**config.mk**
```make
export PLATFORM = sky130hd
export DESIGN_NAME = tile_reveal_ctrl
export DESIGN_NICKNAME = d
export VERILOG_FILES = /design/src/rtl/tile_reveal_ctrl.sv
export SDC_FILE = /design/constraint.sdc
export NUM_CORES = 1
export LEC_CHECK = 0
export CORE_MARGIN = 8
export CORE_UTILIZATION = 32
export DETAILED_ROUTE_END_ITERATION = 8
export PLACE_DENSITY_LB_ADDON = 0.1
export SKIP_LAST_GASP = 1
export SLEW_MARGIN = 20
export SYNTH_ARGS = -nofsm -noshare
export SYNTH_HDL_FRONTEND = slang
export SYNTH_SLANG_ARGS = --single-unit
```
**constraint.sdc**
```tcl
create_clock -name clk -period 4.2 [get_ports clk]
set_input_delay 1.26 -clock clk [delete_from_list [all_inputs] [get_ports clk]]
set_output_delay 1.26 -clock clk [all_outputs]
set_load 0.03 [all_outputs]
```
**src/rtl/tile_reveal_ctrl.sv**
```systemverilog
// tile_reveal_ctrl -- score-gated tile reveal overlay for a scanned image.
//
// Purpose: turns timing-generator coordinates into an image RAM address,
// delays the coordinates to line up with the RAM read data, and blanks or
// passes each pixel depending on how many tiles of a COLS x ROWS grid the
// player has earned. Newly earned tiles are revealed with a top-down wipe
// that advances WIPE_STEP lines per frame. A lower score hides tiles at once.
//
// Ports:
//   clk        pixel clock (only clock)
//   reset      synchronous, active-high
//   x, y       pixel coordinates from the timing generator
//   active     active-pixel flag
//   screenEnd  one-cycle frame-boundary pulse (score is sampled here only)
//   ingame     1 = score-gated reveal, 0 = attract mode (all tiles shown)
//   score      unsigned tile count, saturated to TILES
//   img_addr   image RAM address, x + H_RES*y (combinational)
//   pix_data   RAM read data, valid RAM_LAT cycles after img_addr
//   color_out  registered RGB444 output, RAM_LAT+1 cycles after x/y
//   active_out active delayed to line up with color_out
//
// Build option: define TILE_GRID_LINES_EN to draw white grid lines on the
// first column/row of every tile (overrides the reveal mask while active).
module tile_reveal_ctrl #(
  parameter int H_RES     = 640,
  parameter int V_RES     = 480,
  parameter int COLS      = 4,
  parameter int ROWS      = 3,
  parameter int TILE_W    = 160,
  parameter int TILE_H    = 160,
  parameter int RAM_LAT   = 2,
  parameter int WIPE_STEP = 16
) (
  input  logic        clk,
  input  logic        reset,
  input  logic [9:0]  x,
  input  logic [8:0]  y,
  input  logic        active,
  input  logic        screenEnd,
  input  logic        ingame,
  input  logic [31:0] score,
  output logic [19:0] img_addr,
  input  logic [11:0] pix_data,
  output logic [11:0] color_out,
  output logic        active_out
);

  localparam int TILES  = COLS * ROWS;
  localparam int CNT_W  = $clog2(TILES + 1);
  localparam int WL_W   = $clog2(TILE_H + WIPE_STEP);
  localparam int STAGES = RAM_LAT - 1;   // vld_pipe[STAGES] lines up with pix_data
  localparam int GRID_W = COLS * TILE_W;
  localparam int GRID_H = ROWS * TILE_H;

  typedef struct packed {
    logic [9:0] x;
    logic [8:0] y;
  } coord_t;

  typedef enum logic {IDLE, WIPE} state_t;

  coord_t [STAGES:0] crd_pipe;
  logic   [STAGES:0] vld_pipe;

  state_t            state, state_nx;
  logic [CNT_W-1:0]  shown_lo, shown_lo_nx;
  logic [CNT_W-1:0]  shown_hi, shown_hi_nx;
  logic [WL_W-1:0]   wipe_line, wipe_line_nx;
  logic [WL_W:0]     wl_sum;
  logic [CNT_W-1:0]  score_sat;

  logic [9:0]        xd;
  logic [8:0]        yd;
  logic [31:0]       tile_idx, tile_row;
  logic              in_grid, shown;
  logic [11:0]       color_nx;

  assign img_addr = 20'(x) + 20'(H_RES) * 20'(y);

  // ---------------- reveal FSM ----------------
  assign score_sat = (score > 32'(TILES)) ? CNT_W'(TILES) : CNT_W'(score);
  assign wl_sum    = {1'b0, wipe_line} + (WL_W+1)'(WIPE_STEP);

  always_comb begin
    state_nx     = state;
    shown_lo_nx  = shown_lo;
    shown_hi_nx  = shown_hi;
    wipe_line_nx = wipe_line;
    if (screenEnd) begin
      case (state)
        IDLE: begin
          if (score_sat > shown_lo) begin
            shown_hi_nx  = score_sat;
            wipe_line_nx = '0;
            state_nx     = WIPE;
          end else if (score_sat < shown_lo) begin
            // losing tiles is instant: no reverse animation
            shown_lo_nx = score_sat;
            shown_hi_nx = score_sat;
          end
        end
        WIPE: begin
          // score is deliberately not looked at here; a change waits for IDLE
          if (wl_sum >= (WL_W+1)'(TILE_H)) begin
            shown_lo_nx  = shown_hi;
            wipe_line_nx = '0;
            state_nx     = IDLE;
          end else begin
            wipe_line_nx = wl_sum[WL_W-1:0];
          end
        end
        default: state_nx = IDLE;
      endcase
    end
  end

  // ---------------- pixel mask (at the pix_data stage) ----------------
  assign xd       = crd_pipe[STAGES].x;
  assign yd       = crd_pipe[STAGES].y;
  assign in_grid  = (32'(xd) < 32'(GRID_W)) && (32'(yd) < 32'(GRID_H));
  assign tile_idx = (32'(yd) / 32'(TILE_H)) * 32'(COLS) + 32'(xd) / 32'(TILE_W);
  assign tile_row = 32'(yd) % 32'(TILE_H);
  // tiles in [shown_lo, shown_hi) are mid-wipe: only rows above wipe_line show
  assign shown    = !ingame || (tile_idx < 32'(shown_lo)) ||
                    ((tile_idx < 32'(shown_hi)) && (tile_row < 32'(wipe_line)));

  always_comb begin
    color_nx = 12'h000;
    if (vld_pipe[STAGES] && in_grid && shown) color_nx = pix_data;
`ifdef TILE_GRID_LINES_EN
    if (vld_pipe[STAGES] && in_grid &&
        ((32'(xd) % 32'(TILE_W) == 0) || (32'(yd) % 32'(TILE_H) == 0)))
      color_nx = 12'hFFF;
`endif
  end

  // ---------------- registers ----------------
  always_ff @(posedge clk) begin
    if (reset) begin
      crd_pipe   <= '0;
      vld_pipe   <= '0;
      state      <= IDLE;
      shown_lo   <= '0;
      shown_hi   <= '0;
      wipe_line  <= '0;
      color_out  <= '0;
      active_out <= 1'b0;
    end else begin
      crd_pipe[0] <= '{x: x, y: y};
      vld_pipe[0] <= active;
      for (int i = 1; i <= STAGES; i++) begin
        crd_pipe[i] <= crd_pipe[i-1];
        vld_pipe[i] <= vld_pipe[i-1];
      end
      state      <= state_nx;
      shown_lo   <= shown_lo_nx;
      shown_hi   <= shown_hi_nx;
      wipe_line  <= wipe_line_nx;
      color_out  <= color_nx;
      active_out <= vld_pipe[STAGES];
    end
  end

endmodule

```
==> results.cfg, run 1 <==
[yosys]
synthArstFlopShare_pct = 0
syn_nets = 460
yosys.area.top_type_share_pct = 31.1
synth.largest_area_cell = dfxtp_1
ys_seq_area_share_pct = 31.1
ys_warn_count = 0
synth_cell_types = 53
syn_area_per_cell_sq_um = 8.76
ys.flop_type = dfxtp_1
ys_top_cells_by_count = dfxtp_1 (48), ha_1 (37), nor2b_1 (27)
syn_inst = 353
ys_ff_latch = 48
yosys-top-cells-area = dfxtp_1 (31%), ha_1 (15%), nor2b_1 (5.5%)
yosysMostFrequentCell = dfxtp_1
syn_area_sq_mm = 0.00309
synth_edf_count = 0

[worst_setup_path]
critical_path.top_delay_family = buffers and inverters
critPathSlowestCell = xor2_1
path_cells = buf_8, buf_4, ha_4, ha_4, buf_4, o21ai_4, o21bai_2, buf_4, o41ai_4, xor2_1, buf_4, xnor2_2, buf_6
path_max_fanout = 4
r2r-start = yd[6]
cp.required_ps = 2940
path_buf_inv = 6
r2r_end = color_out[11]
critPathKind = primary input to output port
cp_data_arrival_time_ps = 3360
cpMostUsedCell = buf_4
reg2regPathDepth = 10
cpPeakStageDelay_ps = 250
critPathLaunchType = primary input
endpoint_kind = output port
ff2ff_setup_slack_ps = 730

[timing]
finalHoldViolations = 0
maxSlewHeadroom_pct = 63.5
setup_violations = 7
slew_viol_final = 0
fin_crit_ps = 4620
max_freq_mhz = 216
layout_setup_ws_ps = -421
grt_setup_unrepaired = yes
hold_ws_ps = 437
finClkSkew_ps = 4.07
finalCritPeriodShare_pct = 110
worst_pin_slew_ps = 546

[cts]
clk_path_buf_depth = 2
clk_latency_ps = 290
cts_tree = built
clkSlewWorstSetupHoldPaths_ps = 80
cts_root_buf = clkbuf_8
ctsHoldBuffers = 0
htreeDepth = 2
cts_sinks = 48
numCtsBuffers = 5

[floorplanning]
rows = 36
die_area_sq_mm = 0.0131
core_area_sq_mm = 0.00959
fp.dieW_um = 114
start_util_pct = 32.2
die_h_um = 114
io_pins = 101

[routing]
drt_iter0_drc = 85
via_per_inst = 4.62
routed_wl_um = 8100
drc = 0
post_drt_wl_per_cell_um = 13.4
first_pass_iters = 4
vias = 2793
postRouteAntennaNets = 0

[layout]
n_fill_cell = 918
final_cells = 605
drive_above_1_share_pct = 26.5
seq_area_sq_um = 961
area_delta_synth_final_pct = 57.8
nNetsFinal = 580
antennaDiodeCount = 0
multi_input_area_sq_mm = 0.00233
fin_util_pct = 50.9

[grt]
antenna_found_initial = 0
grt_max_degree = 38
grt_overflow = 0
grt_usage_pct = 12.8
grt_first_pass_wirelength_um = 13700
use_met1_pct = 14.2
busiest_layer = met2
grt_pass1_vias = 2950
use_met2_pct = 23.0
use_met3_pct = 3.38

[placement]
dpl.hpwl_um = 6280
gp_congestion = 0.785
portBuffers = 89
place_ws_ps = -973
dp.cells = 591

[power_and_ir_drop]
peakVddDrop_mv = 0.251
p_leak_nw = 1.93
power_density_mw_per_mm2 = 281

[outcome]
status = complete, but fails checks
violations = negative setup slack

[worst_hold_path]
min-delay-path-class = register to register
worstHoldPathCells = 1
min_from = crd_pipe[17]
min_to = xd[8]

[run]
maxCapViolCount = 0
sequential cells by signal, summed over array words and instances (netlist names):
signal      count
crd_pipe       10
wipe_line       4
vld_pipe        2
active_out      1
state           1
color_out      12
xd              5
shown_hi        4
shown_lo        4
yd              5
worst max path at each step:
stage / end / depth (start not counted) / slack, ps / from
after floorplan: img_addr[17] / 10 / -300 / y[3]
after global placement: img_addr[17] / 12 / -920 / y[3]
after detailed placement: img_addr[18] / 10 / -970 / y[2]
after CTS: img_addr[18] / 12 / -430 / y[1]
after global routing: img_addr[17] / 11 / -510 / y[8]
final: img_addr[17] / 13 / -420 / y[3]
cell usage in the layout, fill, tap and decap left out, drive strengths merged, types with 3 or more instances in the layout:
master,netlist,layout
a2111o,3,3
and2,3,3
o211ai,4,4
xor2,7,7
dlygate4sd2,0,3
a31oi,3,3
o21ai,10,10
buf,10,61
inv,25,25
nand2b,4,4
nand4,5,5
or2,3,3
mux2i,5,5
ha,37,37
dfxtp,48,48
clkbuf,11,6
xnor2,12,12
nor3,4,4
clkdlybuf4s50,0,68
o21bai,3,3
nand3,10,10
nor4,7,7
nor2b,27,27
nor2,21,21
nand3b,4,4
a21oi,15,15
a21boi,15,15
nand2,23,23
a21o,5,5
or3,6,6
power by group:
part | internal (mW) | switching (mW)
clock | 0.171 | 0.142
sequential | 0.473 | 0.0116
combinational | 0.299 | 0.274
total | 0.943 | 0.428
area by class of cell:
type,instances,area share [%]
Clock buffer,5,1.41
Tap cell,133,3.41
Sequential cell,48,19.7
Clock inverter,1,0.615
Inverter,25,1.92
Multi-Input combinational cell,259,47.8
Timing Repair Buffer,134,25.1
what timing repair did:
| action | CTS | global route |
|---|---|---|
| setup buffers | 8 | 0 |
| cloned | 0 | 0 |
| pin swaps | 26 | 7 |
| endpoints found under the setup margin | 10 | 8 |
| gates resized for setup | 78 | 12 |
worst register-to-register path, stage by stage, from the launching register on:
cell       delay [ps]
dfxtp_1           400
or2_2             330
ha_1              290
nand3b_1          170
a22o_1            300
ha_1              350
ha_1              300
a21o_1            170
a2111oi_2         340
nand4_1           460
a21boi_0          290
metal layers:
layer  wire, um  vias up
met5          0        -
met4        147        0
met3        456       12
met2       4070       63
met1       3430     1259
li1           -     1459
cell families (layout without fill, tap and decap cells):
group	after synthesis	count (layout)	synth area share [%]
simple gates	121	121	21.4
other cells	1	1	0.121
compound gates	72	72	16.4
buf+inv	46	165	6.84
fa+ha+maj	40	40	16.6
xor+xnor	19	19	5.62
mux	6	6	1.98
flops	48	48	31.1
metrics by stage:
step | area, sq um | total power, mW | setup TNS [ps]
final | 4880 | 1.37 | -2390
after global routing | 4880 | 1.46 | -3040
after CTS | 4800 | 1.36 | -2410
after detailed placement | 4390 | 0.970 | -5740
after global placement | 4390 | 0.963 | -5500
after floorplan | 3180 | 0.765 | -1120
(Power assumes the default switching activity.)
==> inputs of run 2 (changes only) <==
==> constraint.sdc (replaced) <==
create_clock -name clk -period 4.2 [get_ports clk]
set_input_delay 0.84 -clock clk [delete_from_list [all_inputs] [get_ports clk]]
set_output_delay 0.84 -clock clk [all_outputs]
set_load 0.03 [all_outputs]
==> run 2 against run 1 <==
Against the previous run:
- the flow now finishes without violations
- setup slack better by 520 ps
- clock power up 15%
- critical path type unchanged
- final area down 7.1%
- largest cell class unchanged
- critical path depth down 1
- die area unchanged
==> results.cfg, run 2 (synthesis gave the netlist of run 1 again) <==
[outcome]
status = complete, no violations

[power_and_ir_drop]
peakVddDrop_mv = 0.180
p_leak_nw = 1.84
total_power_mw = 1.33
power_density_mw_per_mm2 = 293

[worst_setup_path]
cp_data_arrival_time_ps = 3260
path_cells = clkdlybuf4s50_1, ha_1, ha_2, inv_1, fa_2, nor2b_4, o311ai_4, a21oi_4, nand2b_1, a2111o_1, nand3_2, buf_6
cp.required_ps = 3360
critPathKind = primary input to output port
critPathSlowestCell = clkdlybuf4s50_1
critical_path.top_delay_family = compound AO/OA/AOI/OAI gates
critPathLaunchType = primary input
path_max_fanout = 4
cpPeakStageDelay_ps = 500
path_buf_inv = 3
endpoint_kind = output port

[routing]
routed.top_layer = met4
wl_met2_um = 3740
drc = 0
first_pass_iters = 4
postRouteAntennaNets = 0
via_per_inst = 4.68
wl_met3_um = 379
routed_wl_um = 7600
vias = 2745
post_drt_wl_per_cell_um = 12.9
met1_length_um = 3380
drt_iter0_drc = 53

[placement]
portBuffers = 89
place_ws_ps = -145
gp_congestion = 0.806
dpl.hpwl_um = 6040

[timing]
hold_ws_ps = 439
fin_crit_ps = 4100
finClkSkew_ps = 4.55
setup_violations = 0
maxSlewHeadroom_pct = 44.8
grt_setup_unrepaired = no
layout_setup_ws_ps = 96.2
worst_pin_slew_ps = 821
slew_viol_final = 0
finalCritPeriodShare_pct = 97.7
finalHoldViolations = 0
max_freq_mhz = 244

[layout]
final_common_cell = clkdlybuf4s50_1
antennaDiodeCount = 0
drive_above_1_share_pct = 15.9
largest_reg_flops = 12
largestRegisters = color_out: 12 flops, crd_pipe: 10 flops
n_fill_cell = 953
seq_area_sq_um = 961
largest-register = color_out
area_delta_synth_final_pct = 46.6
layout_common_cells = clkdlybuf4s50_1 (75), dfxtp_1 (48), ha_1 (32)
fin_util_pct = 47.3
nNetsFinal = 560
multi_input_area_sq_mm = 0.00211

[cts]
numCtsBuffers = 5
htreeDepth = 2
cts_sinks = 48
cts_root_buf = clkbuf_8
clkSlewWorstSetupHoldPaths_ps = 80
clk_path_buf_depth = 2
ctsHoldBuffers = 0
clk_latency_ps = 300
cts_tree = built

[floorplanning]
io_pins = 101
core_area_sq_mm = 0.00959
fp.dieW_um = 114
rows = 36
start_util_pct = 32.2
die_h_um = 114
die_area_sq_mm = 0.0131

[grt]
grt_first_pass_wirelength_um = 12800
grt_max_degree = 38
grt_usage_pct = 11.9
grt_overflow = 0
grt_pass1_vias = 2862
antenna_found_initial = 0

[run]
maxCapViolCount = 0

[worst_hold_path]
min-delay-path-class = register to register
==> run 2: cell count changes in the layout (fill, tap and decap cells not counted), moves of 3 or more <==
cell             delta
ha_1               +10
ha_4               -10
buf_4              -20
dlymetal6s2s_1      +6
xnor2_2             -3
clkdlybuf4s50_1     +7
xnor2_1             +3
buf_6               -4
==> run 2: metrics by stage <==
step                      cells  TNS, ps  area (sq um)
after floorplan             353        0          3090
after CTS                   585    -8.98          4420
after global routing        587        0          4530
final                       587        0          4530
after global placement      573    -67.1          4160
after detailed placement    573     -304          4160
==> run 2: timing repair <==
action / in CTS / in global routing
resized for setup: 19 / 18
buffers inserted: 4 / 2
setup endpoints to repair: 3 / 6
pin swaps: 9 / 11
hold endpoints to repair: 0 / 0
==> run 2: path summary, 6_finish.rpt <==
check / start / to / slack, ps / cells after the start
hold reg to reg: crd_pipe[5] / yd[5] / 440 / 1
hold / removal: crd_pipe[5] / yd[5] / 440 / 1
setup / recovery: y[0] / img_addr[18] / 100 / 12
setup reg to reg: yd[6] / color_out[0] / 720 / 10
==> run 2: layout make-up <==
| type | count | area share, % |
|---|---|---|
| Clock inverter | 1 | 0.662 |
| Inverter | 25 | 2.07 |
| Timing Repair Buffer | 114 | 23.8 |
| Tap cell | 133 | 3.67 |
| Multi-Input combinational cell | 259 | 46.5 |
| Sequential cell | 48 | 21.2 |
| Clock buffer | 7 | 2.12 |
==> run 2: where the power goes <==
part           total [mW]  internal, mW  switching [mW]
clock               0.361         0.210           0.151
combinational       0.480         0.243           0.237
sequential          0.485         0.473          0.0121
total                1.33         0.926           0.400
==> run 2: routing by layer <==
layer	vias up	track usage (%)
met1	1249	13.1
met2	62	21.6
met3	10	2.95
met5	-	0
li1	1424	-
met4	0	4.08
==> inputs of run 3 (changes only) <==
--- a/config.mk
+++ b/config.mk
@@ -14,3 +14,4 @@
 export SYNTH_ARGS = -nofsm -noshare
 export SYNTH_HDL_FRONTEND = slang
 export SYNTH_SLANG_ARGS = --single-unit
+export TNS_END_PERCENT = 5
==> run 3 against run 2 <==
Against the previous run:
- fmax shrank 2.0%
- core utilization shrank 0.29 points
- via count shrank 0.18%
- count of clock-buffer cells in the layout is the same
- register-to-register slack is essentially flat
- setup slack lost 86 ps
- power shrank 0.39%
- global-route usage shrank 0.067 points
- clock power is essentially flat
- critical endpoint unchanged
==> results.cfg, run 3 (synthesis gave the netlist of run 1 again) <==
[layout]
final_common_cell = clkdlybuf4s50_1
area_delta_synth_final_pct = 45.7
final_area_sq_mm = 0.00451
nNetsFinal = 560
layout_common_cells = clkdlybuf4s50_1 (78), dfxtp_1 (48), ha_1 (32)
largestRegisters = color_out: 12 flops, crd_pipe: 10 flops
largest-register = color_out
largest_reg_flops = 12
antennaDiodeCount = 0
drive_above_1_share_pct = 15.4
n_fill_cell = 958

[cts]
cts_tree = built
clk_path_buf_depth = 2
clkSlewWorstSetupHoldPaths_ps = 80
htreeDepth = 2
cts_sinks = 48
cts_root_buf = clkbuf_8
ctsHoldBuffers = 0
numCtsBuffers = 5
clk_latency_ps = 300

[routing]
vias = 2740
first_pass_iters = 4
post_drt_wl_per_cell_um = 12.9
postRouteAntennaNets = 0
drt_iter0_drc = 64
via_per_inst = 4.67
drc = 0
routed_wl_um = 7570

[floorplanning]
fp.dieW_um = 114
start_util_pct = 32.2
die_h_um = 114
die_area_sq_mm = 0.0131
io_pins = 101
rows = 36
core_area_sq_mm = 0.00959

[run]
maxCapViolCount = 0

[power_and_ir_drop]
p_clk_share_pct = 27.4
p_sw_mw = 0.397
combPwrFrac_pct = 35.9
p_sw_share_pct = 30.0
power_density_mw_per_mm2 = 293
p_leak_nw = 1.81
p_seq_share_pct = 36.7
peakVddDrop_mv = 0.180
total_power_mw = 1.32
p_int_mw = 0.924

[timing]
slew_viol_final = 0
setup_violations = 0
max_freq_mhz = 239
finClkSkew_ps = 4.55
worst_pin_slew_ps = 821
finalHoldViolations = 0
grt_setup_unrepaired = yes
fin_crit_ps = 4190
layout_setup_ws_ps = 10.6
hold_ws_ps = 439
maxSlewHeadroom_pct = 44.8
finalCritPeriodShare_pct = 99.7

[worst_setup_path]
cp_data_arrival_time_ps = 3350
crit_start = y[5]
r2r_end = color_out[0]
path_max_fanout = 4
endpoint_kind = output port
reg2regPathDepth = 10
critPathKind = primary input to output port
cp-endpoint = img_addr[18]
ff2ff_setup_slack_ps = 720
critPathLaunchType = primary input
cp.required_ps = 3360
r2r-start = yd[6]

[placement]
gp_congestion = 0.806
dpl.hpwl_um = 6040
portBuffers = 89
placement.cell_area_sq_mm = 0.00416
place_ws_ps = -145

[grt]
grt_pass1_vias = 2846
antenna_found_initial = 0
grt_overflow = 0
grt_usage_pct = 11.8
grt_first_pass_wirelength_um = 12700
grt_max_degree = 38

[outcome]
status = complete, no violations

[worst_hold_path]
min-delay-path-class = register to register
run 3: per-layer routing:
| layer | wire length, um | vias to the layer above | track usage (%) |
|---|---|---|---|
| li1 | - | 1423 | - |
| met1 | 3400 | 1245 | 13.0 |
| met2 | 3700 | 62 | 21.4 |
| met3 | 373 | 10 | 2.95 |
| met4 | 102 | 0 | 4.08 |
| met5 | 0 | - | 0 |
run 3: metrics by stage:
| stage | util [%] | cells | setup TNS (ps) |
|---|---|---|---|
| 2_1_floorplan | - | 353 | 0 |
| 3_3_place_gp | 43.3 | 573 | -67.1 |
| 3_5_place_dp | 43.3 | 573 | -304 |
| 4_1_cts | 46.0 | 585 | -26.7 |
| 5_1_grt | 47.0 | 587 | -314 |
| 6_report | 47.0 | 587 | 0 |
run 3: worst min-delay path by stage:
stage / from / end / slack [ps] / depth (start not counted)
3_5_place_dp: crd_pipe[17] / xd[8] / 420 / 1
4_1_cts: crd_pipe[5] / yd[5] / 440 / 1
5_1_grt: crd_pipe[4] / yd[4] / 460 / 1
2_1_floorplan: vld_pipe[0] / vld_pipe[1] / 410 / 1
3_3_place_gp: crd_pipe[4] / yd[4] / 420 / 1
6_report: crd_pipe[5] / yd[5] / 440 / 1
run 3: final cells by class:
class	count	area (sq um)	share of cell area, %
tap	133	166	3.69
clock buffer	7	96.3	2.14
multi-input combinational	259	2090	46.3
inverter	25	93.8	2.08
sequential	48	961	21.3
clock inverter	1	30.0	0.666
timing repair buffer	114	1070	23.8
run 3: power groups by stage:
stage / Combinational [mW] / Clock, mW / Sequential (mW)
6_report: 0.475 / 0.361 / 0.485
5_1_grt: 0.521 / 0.391 / 0.488
4_1_cts: 0.461 / 0.373 / 0.485
3_5_place_dp: 0.425 / 0 / 0.496
3_3_place_gp: 0.424 / 0 / 0.495
2_1_floorplan: 0.250 / 0 / 0.498
run 3: worst max-delay path: stages:
cell and delay (ps):
clkdlybuf4s50_1 550, ha_4 230, ha_4 170, buf_4 150, o21ai_0 210, o21bai_2 120, buf_4 140, a21oi_2 160
xor2_2 140, a2111o_1 420, nand3_2 80, buf_6 130
run 3: timing repair:
| action | CTS | global route |
|---|---|---|
| gates resized for setup | 18 | 13 |
| setup buffers | 4 | 2 |
| endpoints found under the setup margin | 3 | 6 |
| pin swaps | 9 | 11 |
